### config.mk
export PLATFORM = sky130hd
export DESIGN_NAME = amplificador_ctrl_flat
export DESIGN_NICKNAME = d
export VERILOG_FILES = /design/src/rtl/amplificador_ctrl_if.sv /design/src/rtl/amplificador_ctrl.sv /design/src/flat_wrapper.sv
export SDC_FILE = /design/constraint.sdc
export NUM_CORES = 1
export LEC_CHECK = 0
export BUFFER_PORTS_ARGS = -buffer_cell sky130_fd_sc_hd__buf_4
export CAP_MARGIN = 25
export CORE_AREA = 2 2 39 41
export DETAILED_ROUTE_END_ITERATION = 10
export DIE_AREA = 0 0 41 43
export GPL_TIMING_DRIVEN = 0
export HOLD_SLACK_MARGIN = 0.08
export PLACE_DENSITY = 0.44
export SYNTH_ARGS = -nofsm -noshare
export SYNTH_HDL_FRONTEND = slang
export SYNTH_SLANG_ARGS = --single-unit
export TNS_END_PERCENT = 30
### constraint.sdc
create_clock -name clk -period 1.4 [get_ports clk]
set_clock_uncertainty 0.05 [all_clocks]
set_input_delay 0.14 -clock clk [delete_from_list [all_inputs] [get_ports clk]]
set_output_delay 0.14 -clock clk [all_outputs]
set_load 0.05 [all_outputs]
### src/rtl/amplificador_ctrl_if.sv
// Control/status bundle between the push-button front end and the gain controller.
interface amplificador_ctrl_if;
  logic       up;
  logic       down;
  logic       mute;
  logic       A;
  logic       B;
  logic [1:0] level;
  logic [1:0] target;
  logic       busy;

  modport master (
    output up, down, mute,
    input  A, B, level, target, busy
  );

  modport slave (
    input  up, down, mute,
    output A, B, level, target, busy
  );
endinterface

### src/rtl/amplificador_ctrl.sv
// Amplifier gain controller: edge-detected up/down target, mute forces goal 0, A/B/level registered.
// AMP_CTRL_SOFTRAMP_EN: ramp one step per HOLD_CYCLES+1 cycles; undefined: level follows goal one cycle later.
module amplificador_ctrl #(
  parameter int HOLD_CYCLES = 4,
  parameter int CNT_W       = 8
) (
  input logic               clk,
  input logic               rst_n,
  amplificador_ctrl_if.slave bus
);

  if (HOLD_CYCLES < 1 || HOLD_CYCLES > 255 || ((HOLD_CYCLES - 1) >> CNT_W) != 0) begin : g_bad_param
    $error("amplificador_ctrl: HOLD_CYCLES out of range or does not fit CNT_W");
  end

  logic       up_q;
  logic       down_q;
  logic       up_rise;
  logic       down_rise;
  logic [1:0] target_r;
  logic [1:0] level_r;
  logic [1:0] goal;
  logic       busy_w;

  assign up_rise   = bus.up & ~up_q;
  assign down_rise = bus.down & ~down_q;

  // Simultaneous rises cancel; both directions saturate.
  always_ff @(posedge clk or negedge rst_n) begin
    if (!rst_n) begin
      up_q     <= 1'b0;
      down_q   <= 1'b0;
      target_r <= 2'd0;
    end else begin
      up_q   <= bus.up;
      down_q <= bus.down;
      if (up_rise && !down_rise && target_r != 2'd3) begin
        target_r <= target_r + 2'd1;
      end else if (down_rise && !up_rise && target_r != 2'd0) begin
        target_r <= target_r - 2'd1;
      end
    end
  end

  always_comb begin
    goal = bus.mute ? 2'd0 : target_r;
  end

`ifdef AMP_CTRL_SOFTRAMP_EN
  typedef enum logic {
    IDLE,
    HOLD
  } state_t;

  localparam logic [CNT_W-1:0] HOLD_LOAD = CNT_W'(HOLD_CYCLES - 1);

  state_t           state;
  state_t           state_nxt;
  logic [CNT_W-1:0] cnt;
  logic [CNT_W-1:0] cnt_nxt;
  logic [1:0]       level_nxt;

  always_ff @(posedge clk or negedge rst_n) begin
    if (!rst_n) begin
      state   <= IDLE;
      cnt     <= '0;
      level_r <= 2'd0;
    end else begin
      state   <= state_nxt;
      cnt     <= cnt_nxt;
      level_r <= level_nxt;
    end
  end

  // Direction is re-evaluated each time IDLE is entered, so a reversed goal
  // turns the ramp around on the very next step.
  always_comb begin
    state_nxt = state;
    cnt_nxt   = cnt;
    level_nxt = level_r;
    case (state)
      IDLE: begin
        if (level_r != goal) begin
          level_nxt = (goal > level_r) ? level_r + 2'd1 : level_r - 2'd1;
          cnt_nxt   = HOLD_LOAD;
          state_nxt = HOLD;
        end
      end
      HOLD: begin
        if (cnt == '0) begin
          state_nxt = IDLE;
        end else begin
          cnt_nxt = cnt - CNT_W'(1);
        end
      end
      default: state_nxt = IDLE;
    endcase
  end

  assign busy_w = (state == HOLD) | (level_r != goal);
`else
  always_ff @(posedge clk or negedge rst_n) begin
    if (!rst_n) begin
      level_r <= 2'd0;
    end else begin
      level_r <= goal;
    end
  end

  assign busy_w = (level_r != goal);
`endif

  assign bus.level  = level_r;
  assign bus.A      = level_r[1];
  assign bus.B      = level_r[0];
  assign bus.target = target_r;
  assign bus.busy   = busy_w;

endmodule

### src/flat_wrapper.sv
// flat-port wrapper written by rule: the top's interface ports become plain ports
module amplificador_ctrl_flat 
#(
  parameter int HOLD_CYCLES = 4,
  parameter int CNT_W       = 8
)
  (clk, rst_n, bus_up, bus_down, bus_mute, bus_A, bus_B, bus_level, bus_target, bus_busy);
  amplificador_ctrl_if bus_i ();
  input logic clk;
  input logic rst_n;
  input wire logic [$bits(bus_i.up)-1:0] bus_up;
  input wire logic [$bits(bus_i.down)-1:0] bus_down;
  input wire logic [$bits(bus_i.mute)-1:0] bus_mute;
  output wire logic [$bits(bus_i.A)-1:0] bus_A;
  output wire logic [$bits(bus_i.B)-1:0] bus_B;
  output wire logic [$bits(bus_i.level)-1:0] bus_level;
  output wire logic [$bits(bus_i.target)-1:0] bus_target;
  output wire logic [$bits(bus_i.busy)-1:0] bus_busy;
  assign bus_i.up = bus_up;
  assign bus_i.down = bus_down;
  assign bus_i.mute = bus_mute;
  assign bus_A = bus_i.A;
  assign bus_B = bus_i.B;
  assign bus_level = bus_i.level;
  assign bus_target = bus_i.target;
  assign bus_busy = bus_i.busy;
  amplificador_ctrl #(.HOLD_CYCLES(HOLD_CYCLES), .CNT_W(CNT_W)) u_core (.clk(clk), .rst_n(rst_n), .bus(bus_i));
endmodule
==> results.md, run 1 <==
- Status: finished with violations
- Failing checks: negative setup slack
- Post-synthesis mux area share: 0.06531
- Synth top area share: 0.4898
- Die Ht: 43 um
- Commonest cells after routing, fill and taps aside: buf_4, dlygate4sd3_1, dfrtp_2
- Max-slew headroom: 0.8805
- Hold WC Path Type: in -> async
- Total die area: 1763 um2
- Placed Area: 425.4 um2
- Vias per cell: 4.397
- Worst vdd ir: 0.6219 mV
- Global-route wire length before repair: 1069 um
- Largest net degree at the start of global routing: 8
- Final Power: 0.001104 W
- Syn nets: 32
- Combinational fraction of design power: 0.607
- Lkg Pwr: 0.2387 nW
- Register area: 155.1 um2
- # diodes: 0
- FF+latch count, synth: 6
- Inserted Clock Buffers: 3
- Design Area, Final: 506.7 um2
- # setup viols final: 1
- Critical path endpoint category: output port
- Sequential element share of the synthesized area: 0.4898
- H-tree Lvls: 1
- WS Path Type: reg -> out
- Post-synthesis average cell area: 11.35 um2
- Maximum clock rate: 642.8 MHz
- Leading area contributor after synthesis: dfrtp_1
- Tot GR Track Use: 0.09403
- Adder-Cell Fraction of Synth Area: 0
- Hold Fails Final Rpt: 0
- Fillers: 148
- Drt wl/cell: 9.508 um
- Clk sinks: 6
- Ys Warns: 0
- Post-Synth XOR/XNOR Area: 0.02857
- Pint: 0.0006061 W
- Clock Tree Root: clkbuf_4
- CP required: 1.21 ns
- Routed Antenna Nets: 0
- Synthesized instance count: 27
- Slew @ Worst Pin: 0.1784 ns
- Commonest non-fill, non-tap cell in the layout: buf_4
- Slowest cell on crit path: dfrtp_2
- Worst Slack Setup Final: -0.1556 ns
- Crit-path max cell delay: 0.42 ns
- Clk Latency, worst-skew pair: 0.24 ns
- Boundary pin count: 12
- Total grt overflow: 0
- RSZ-0062 raised after global routing: true
- Flop2flop setup slack: 0.25 ns
- Compound-Gate Fraction of Synth Area: 0.1224
- DR pass1 iterations: 3
- Worst-path clk slew: 0.04 ns
- DRC marker count from the first detailed-route iteration: 1
- CTS tree: built
- Largest cells by area after synthesis: dfrtp_1, and4bb_1, mux2i_1, nand2b_1, buf_4
- Die Wd: 41 um
- RR Startpoint: u_core.bus.target[0]$_DFFE_PN0P_
- Clock Path Buffers: 2
- Share of layout cells above drive strength 1: 0.5106
- Crit share post-route: 1.111
- Post-layout minimum cycle time: 1.556 ns
- Antenna violations before repair: 0
- Vias: 277
- Simple-gate share of the synthesized area: 0.2082
- Rows: 14
- Max cap viols: 0
- Yosys cell types: 14
- Combinational family with the most area after synthesis: simple AND/OR/NAND/NOR gates
- Place WS: -0.04713 ns
- Worst endpoint data arrival time: 1.37 ns
- Wirelength, routed: 599 um
- Layout area overhead: 65.31%
- Gp weighted congestion: 0.6866
- Pwr dens: 2178 nW/um2
- Clock network fraction of total power: 0.142
- Synthesized area: 306.5 um2
- Switching part of the total: 0.4509
- Core area: 1384 um2
- Initial Util: 0.2215
- Sequential power share: 0.252
- Pins Over Slew Limit: 0
- # DRC: 0
- CP cell instances: and4bb_1 -> a31oi_1 -> o32a_4 -> buf_8
- Crit Path Max Fanout: 4
- Vias in the first global route: 284
- NetSw: 0.0004976 W
- Crit path launch: u_core.bus.level[0]$_DFF_PN0_
- Crit start category: register
- Final-stage net count: 54
- Multi-input logic area: 141.4 um2
- IO Port Bufs: 11
==> power by group through the flow <==
stage,registers [W],logic (W),clock network (W)
floorplan,0.000427,0.000317,0
global placement,0.000287,0.000606,0
detailed placement,0.000292,0.000616,0
CTS,0.000280,0.000679,0.000163
global route,0.000289,0.000711,0.000171
finish,0.000278,0.000669,0.000157
==> worst max-delay path: cells and delay by family, from the launching register on <==
family,cells,cell delay (ns)
DFF,1,0.42
and+or+nand+nor,1,0.20
buffers and inverters,1,0.13
AOI/OAI and AO/OA,2,0.36
==> kinds of logic (layout without fill, tap and decap cells) <==
family | Yosys count | count (layout)
flip-flops | 6 | 6
multiplexers | 2 | 2
buffers and inverters | 3 | 23
AND/OR/NAND/NOR | 9 | 9
XOR/XNOR | 1 | 1
AO/OA/AOI/OAI | 6 | 6
==> state kept, by name (all words and copies together) (netlist names) <==
name / count
u_core.bus.level: 2
u_core.bus.target: 2
u_core.up_q: 1
u_core.down_q: 1
==> layer usage <==
layer,track usage,vias up,routed length (um)
li1,-,136,-
met1,0.1053,128,235
met2,0.1344,11,297
met3,0.03141,2,46
met4,0.08000,0,19
met5,0,-,0
==> cells in the mapped netlist <==
cell,number
buf_6,1
buf_4,2
a31oi_1,1
nor2_1,2
o21ai_0,1
mux2i_1,2
nand2b_1,3
xnor2_1,1
a21oi_1,2
and4bb_1,2
o21ai_1,1
nor2b_1,2
o32a_2,1
dfrtp_1,6
==> worst paths after layout <==
kind | cells past startpoint | to
hold / removal | 2 | u_core.down_q$_DFF_PN0_
setup reg to reg | 4 | u_core.bus.target[0]$_DFFE_PN0P_
max in group asynchronous | 2 | u_core.bus.target[0]$_DFFE_PN0P_
hold reg to reg | 2 | u_core.bus.target[1]$_DFFE_PN0P_
min in group clk | 2 | u_core.bus.target[1]$_DFFE_PN0P_
setup / recovery | 4 | bus_busy
==> stage by stage <==
stage            util  setup TNS (ns)  instances  hold slack (ns)
2_1_floorplan       -        -0.07476         27          -0.2056
3_3_place_gp   0.3074        -0.01006         54          -0.1004
3_5_place_dp   0.3074        -0.04713         54         -0.09740
4_1_cts        0.3662         -0.1821         63           0.1803
5_1_grt        0.3662         -0.2337         63           0.1916
6_report       0.3662         -0.1556         63           0.1828
==> area by class of cell <==
class | count | share of cell area
plain buffers | 2 | 0.02963
multi-input cells | 18 | 0.2790
repair buffers | 18 | 0.3012
well taps | 16 | 0.03951
flip-flops and latches | 6 | 0.3062
clock buffers | 3 | 0.04444
==> timing repair <==
action	4_1_cts	5_1_grt
hold buffers	4	0
endpoints found under the hold margin	10	0
pin swaps	2	1
cloned	0	0
setup endpoints to repair	1	1
setup buffers	3	0
gates resized for setup	2	0
Power figures use the tool's default switching activity.
==> run 2, diff against run 1 <==
Settings changed: SETUP_SLACK_MARGIN set to 0.15.
Clock period 1.4 ns to 1.7 ns, I/O delays scaled along.
==> results.md, run 2 (synthesized netlist as in run 1, its figures left out) <==
- Drt wl/cell: 10.19 um (was 9.508 um)
- Max cap viols: 0 (unchanged)
- Core area: 1384 um2 (unchanged)
- Global-route wire length before repair: 1076 um (was 1069 um)
- Multi-input logic area: 147.6 um2 (was 141.4 um2)
- Die Ht: 43 um (unchanged)
- Critical path endpoint category: output port (unchanged)
- Hold WC Path Type: in -> async (unchanged)
- Inserted Clock Buffers: 3 (unchanged)
- Hold Fails Final Rpt: 0 (unchanged)
- Clk Latency, worst-skew pair: 0.25 ns (was 0.24 ns)
- H-tree Lvls: 1 (unchanged)
- Crit share post-route: 0.9849
- Maximum clock rate: 597.2 MHz
- Final Power: 0.0009524 W (was 0.001104 W)
- Vias per cell: 4.250 (was 4.397)
- Crit Path Max Fanout: 5 (was 4)
- DR pass1 iterations: 1 (was 3)
- R2r endpoint: u_core.bus.target[0]$_DFFE_PN0P_ (unchanged)
- Rows: 14 (unchanged)
- Pins Over Slew Limit: 0 (unchanged)
- Worst vdd ir: 0.5953 mV (was 0.6219 mV)
- Largest net degree at the start of global routing: 10 (was 8)
- RSZ-0062 raised after global routing: true (unchanged)
- Fin util: 0.3752 (was 0.3662)
- # diodes: 0 (unchanged)
- Clock Path Buffers: 2 (unchanged)
- Boundary pin count: 12 (unchanged)
- Worst endpoint data arrival time: 1.45 ns (was 1.37 ns)
- Gp weighted congestion: 0.7297 (was 0.6866)
- DRC marker count from the first detailed-route iteration: 0 (was 1)
- Share of layout cells above drive strength 1: 0.5000 (was 0.5106)
- Crit path launch: u_core.bus.target[0]$_DFFE_PN0P_ (was u_core.bus.level[0]$_DFF_PN0_)
- Commonest non-fill, non-tap cell in the layout: buf_4 (unchanged)
- Vias in the first global route: 261 (was 284)
- Setup tns final: 0 ns (was -0.1556 ns)
- IO Port Bufs: 11 (unchanged)
- Worst-path clk slew: 0.05 ns (was 0.04 ns)
- WS Path Type: reg -> out (unchanged)
- Antenna violations before repair: 0 (unchanged)
- CP required: 1.48 ns (was 1.21 ns)
- Initial Util: 0.2215 (unchanged)
- Commonest cells after routing, fill and taps aside: buf_4, dlygate4sd3_1 (was buf_4, dlygate4sd3_1, dfrtp_2)
- CTS tree: built (unchanged)
- Register area: 153.9 um2 (was 155.1 um2)
- Wirelength, routed: 652 um (was 599 um)
- Crit start category: register (unchanged)
- Total grt overflow: 0 (unchanged)
- Clk sinks: 6 (unchanged)
- CP endpoint: bus_busy (unchanged)
- Total die area: 1763 um2 (unchanged)
- Slew @ Worst Pin: 0.1743 ns (was 0.1784 ns)
- Vias: 272 (was 277)
- Post-layout minimum cycle time: 1.674 ns
- Layout area overhead: 69.39% (was 65.31%)
- Flop2flop setup slack: 0.47 ns (was 0.25 ns)
- # setup viols final: 0 (was 1)
- Status: complete, no violations (was finished with violations)
- Final-stage net count: 54 (unchanged)
- Lkg Pwr: 0.2428 nW (was 0.2387 nW)
- Max-slew headroom: 0.8838 (was 0.8805)
- Tot GR Track Use: 0.09505 (was 0.09403)
- Clock Tree Root: clkbuf_4 (unchanged)
- Cells on worst reg2reg path: 5 (was 4)
- RR Startpoint: u_core.bus.target[0]$_DFFE_PN0P_ (unchanged)
- Routed Antenna Nets: 0 (unchanged)
- # DRC: 0 (unchanged)
- Pwr dens: 1834 nW/um2 (was 2178 nW/um2)
- Fillers: 144 (was 148)
- Die Wd: 41 um (unchanged)
-- run 2: worst min path at each step --
stage / slack (ns) / startpoint / cells past startpoint / end
final: 0.20 / rst_n / 2 / u_core.up_q$_DFF_PN0_
after global placement: -0.07 / rst_n / 1 / u_core.down_q$_DFF_PN0_
after CTS: 0.19 / rst_n / 2 / u_core.up_q$_DFF_PN0_
after global routing: 0.21 / rst_n / 2 / u_core.up_q$_DFF_PN0_
after floorplan: -0.18 / rst_n / 0 / u_core.bus.level[0]$_DFF_PN0_
after detailed placement: -0.07 / rst_n / 1 / u_core.down_q$_DFF_PN0_
-- run 2: timing repair --
action,in CTS,in global routing
pin swaps,1,0
hold buffers,4,0
resized for setup,2,1
endpoints found under the hold margin,10,0
setup endpoints to repair,1,1
buffers inserted,2,0
-- run 2: final cells by class --
type,instances,share of cell area
buffer,3,0.05060
clock buffer,4,0.05060
multi-input combinational,18,0.2843
sequential,6,0.2964
tap,16,0.03855
timing repair buffer,17,0.2795
-- run 2: metrics by stage --
| step | instance area [um2] | setup WS (ns) | instances | hold WS, ns |
|---|---|---|---|---|
| after floorplan | 321.6 | 0.1746 | 27 | -0.1756 |
| after global placement | 424.2 | 0.2503 | 54 | -0.07014 |
| after detailed placement | 424.2 | 0.1990 | 54 | -0.06925 |
| after CTS | 513.0 | -0.01703 | 64 | 0.1927 |
| after global routing | 519.2 | -0.05198 | 64 | 0.2088 |
| final | 519.2 | 0.02565 | 64 | 0.1989 |
-- run 2: layer usage --
layer,track usage,vias up,share of wire
met5,0,-,0
met2,0.1219,11,0.46
met3,0.03141,2,0.067
li1,-,137,-
met4,0.08000,0,0.029
met1,0.1217,122,0.44
-- run 2: power breakdown --
group	internal [W]	switching, W	leakage (nW)
Clock	0.0000892	0.0000559	0.0150
Sequential	0.000185	0.0000539	0.0684
Combinational	0.000248	0.000320	0.159
-- run 2: worst max-delay path, stage by stage (launching register included) --
cell,delay (ns)
dfrtp_2,0.40
buf_6,0.12
and4bb_1,0.20
a31oi_2,0.16
o32a_4,0.18
buf_8,0.13
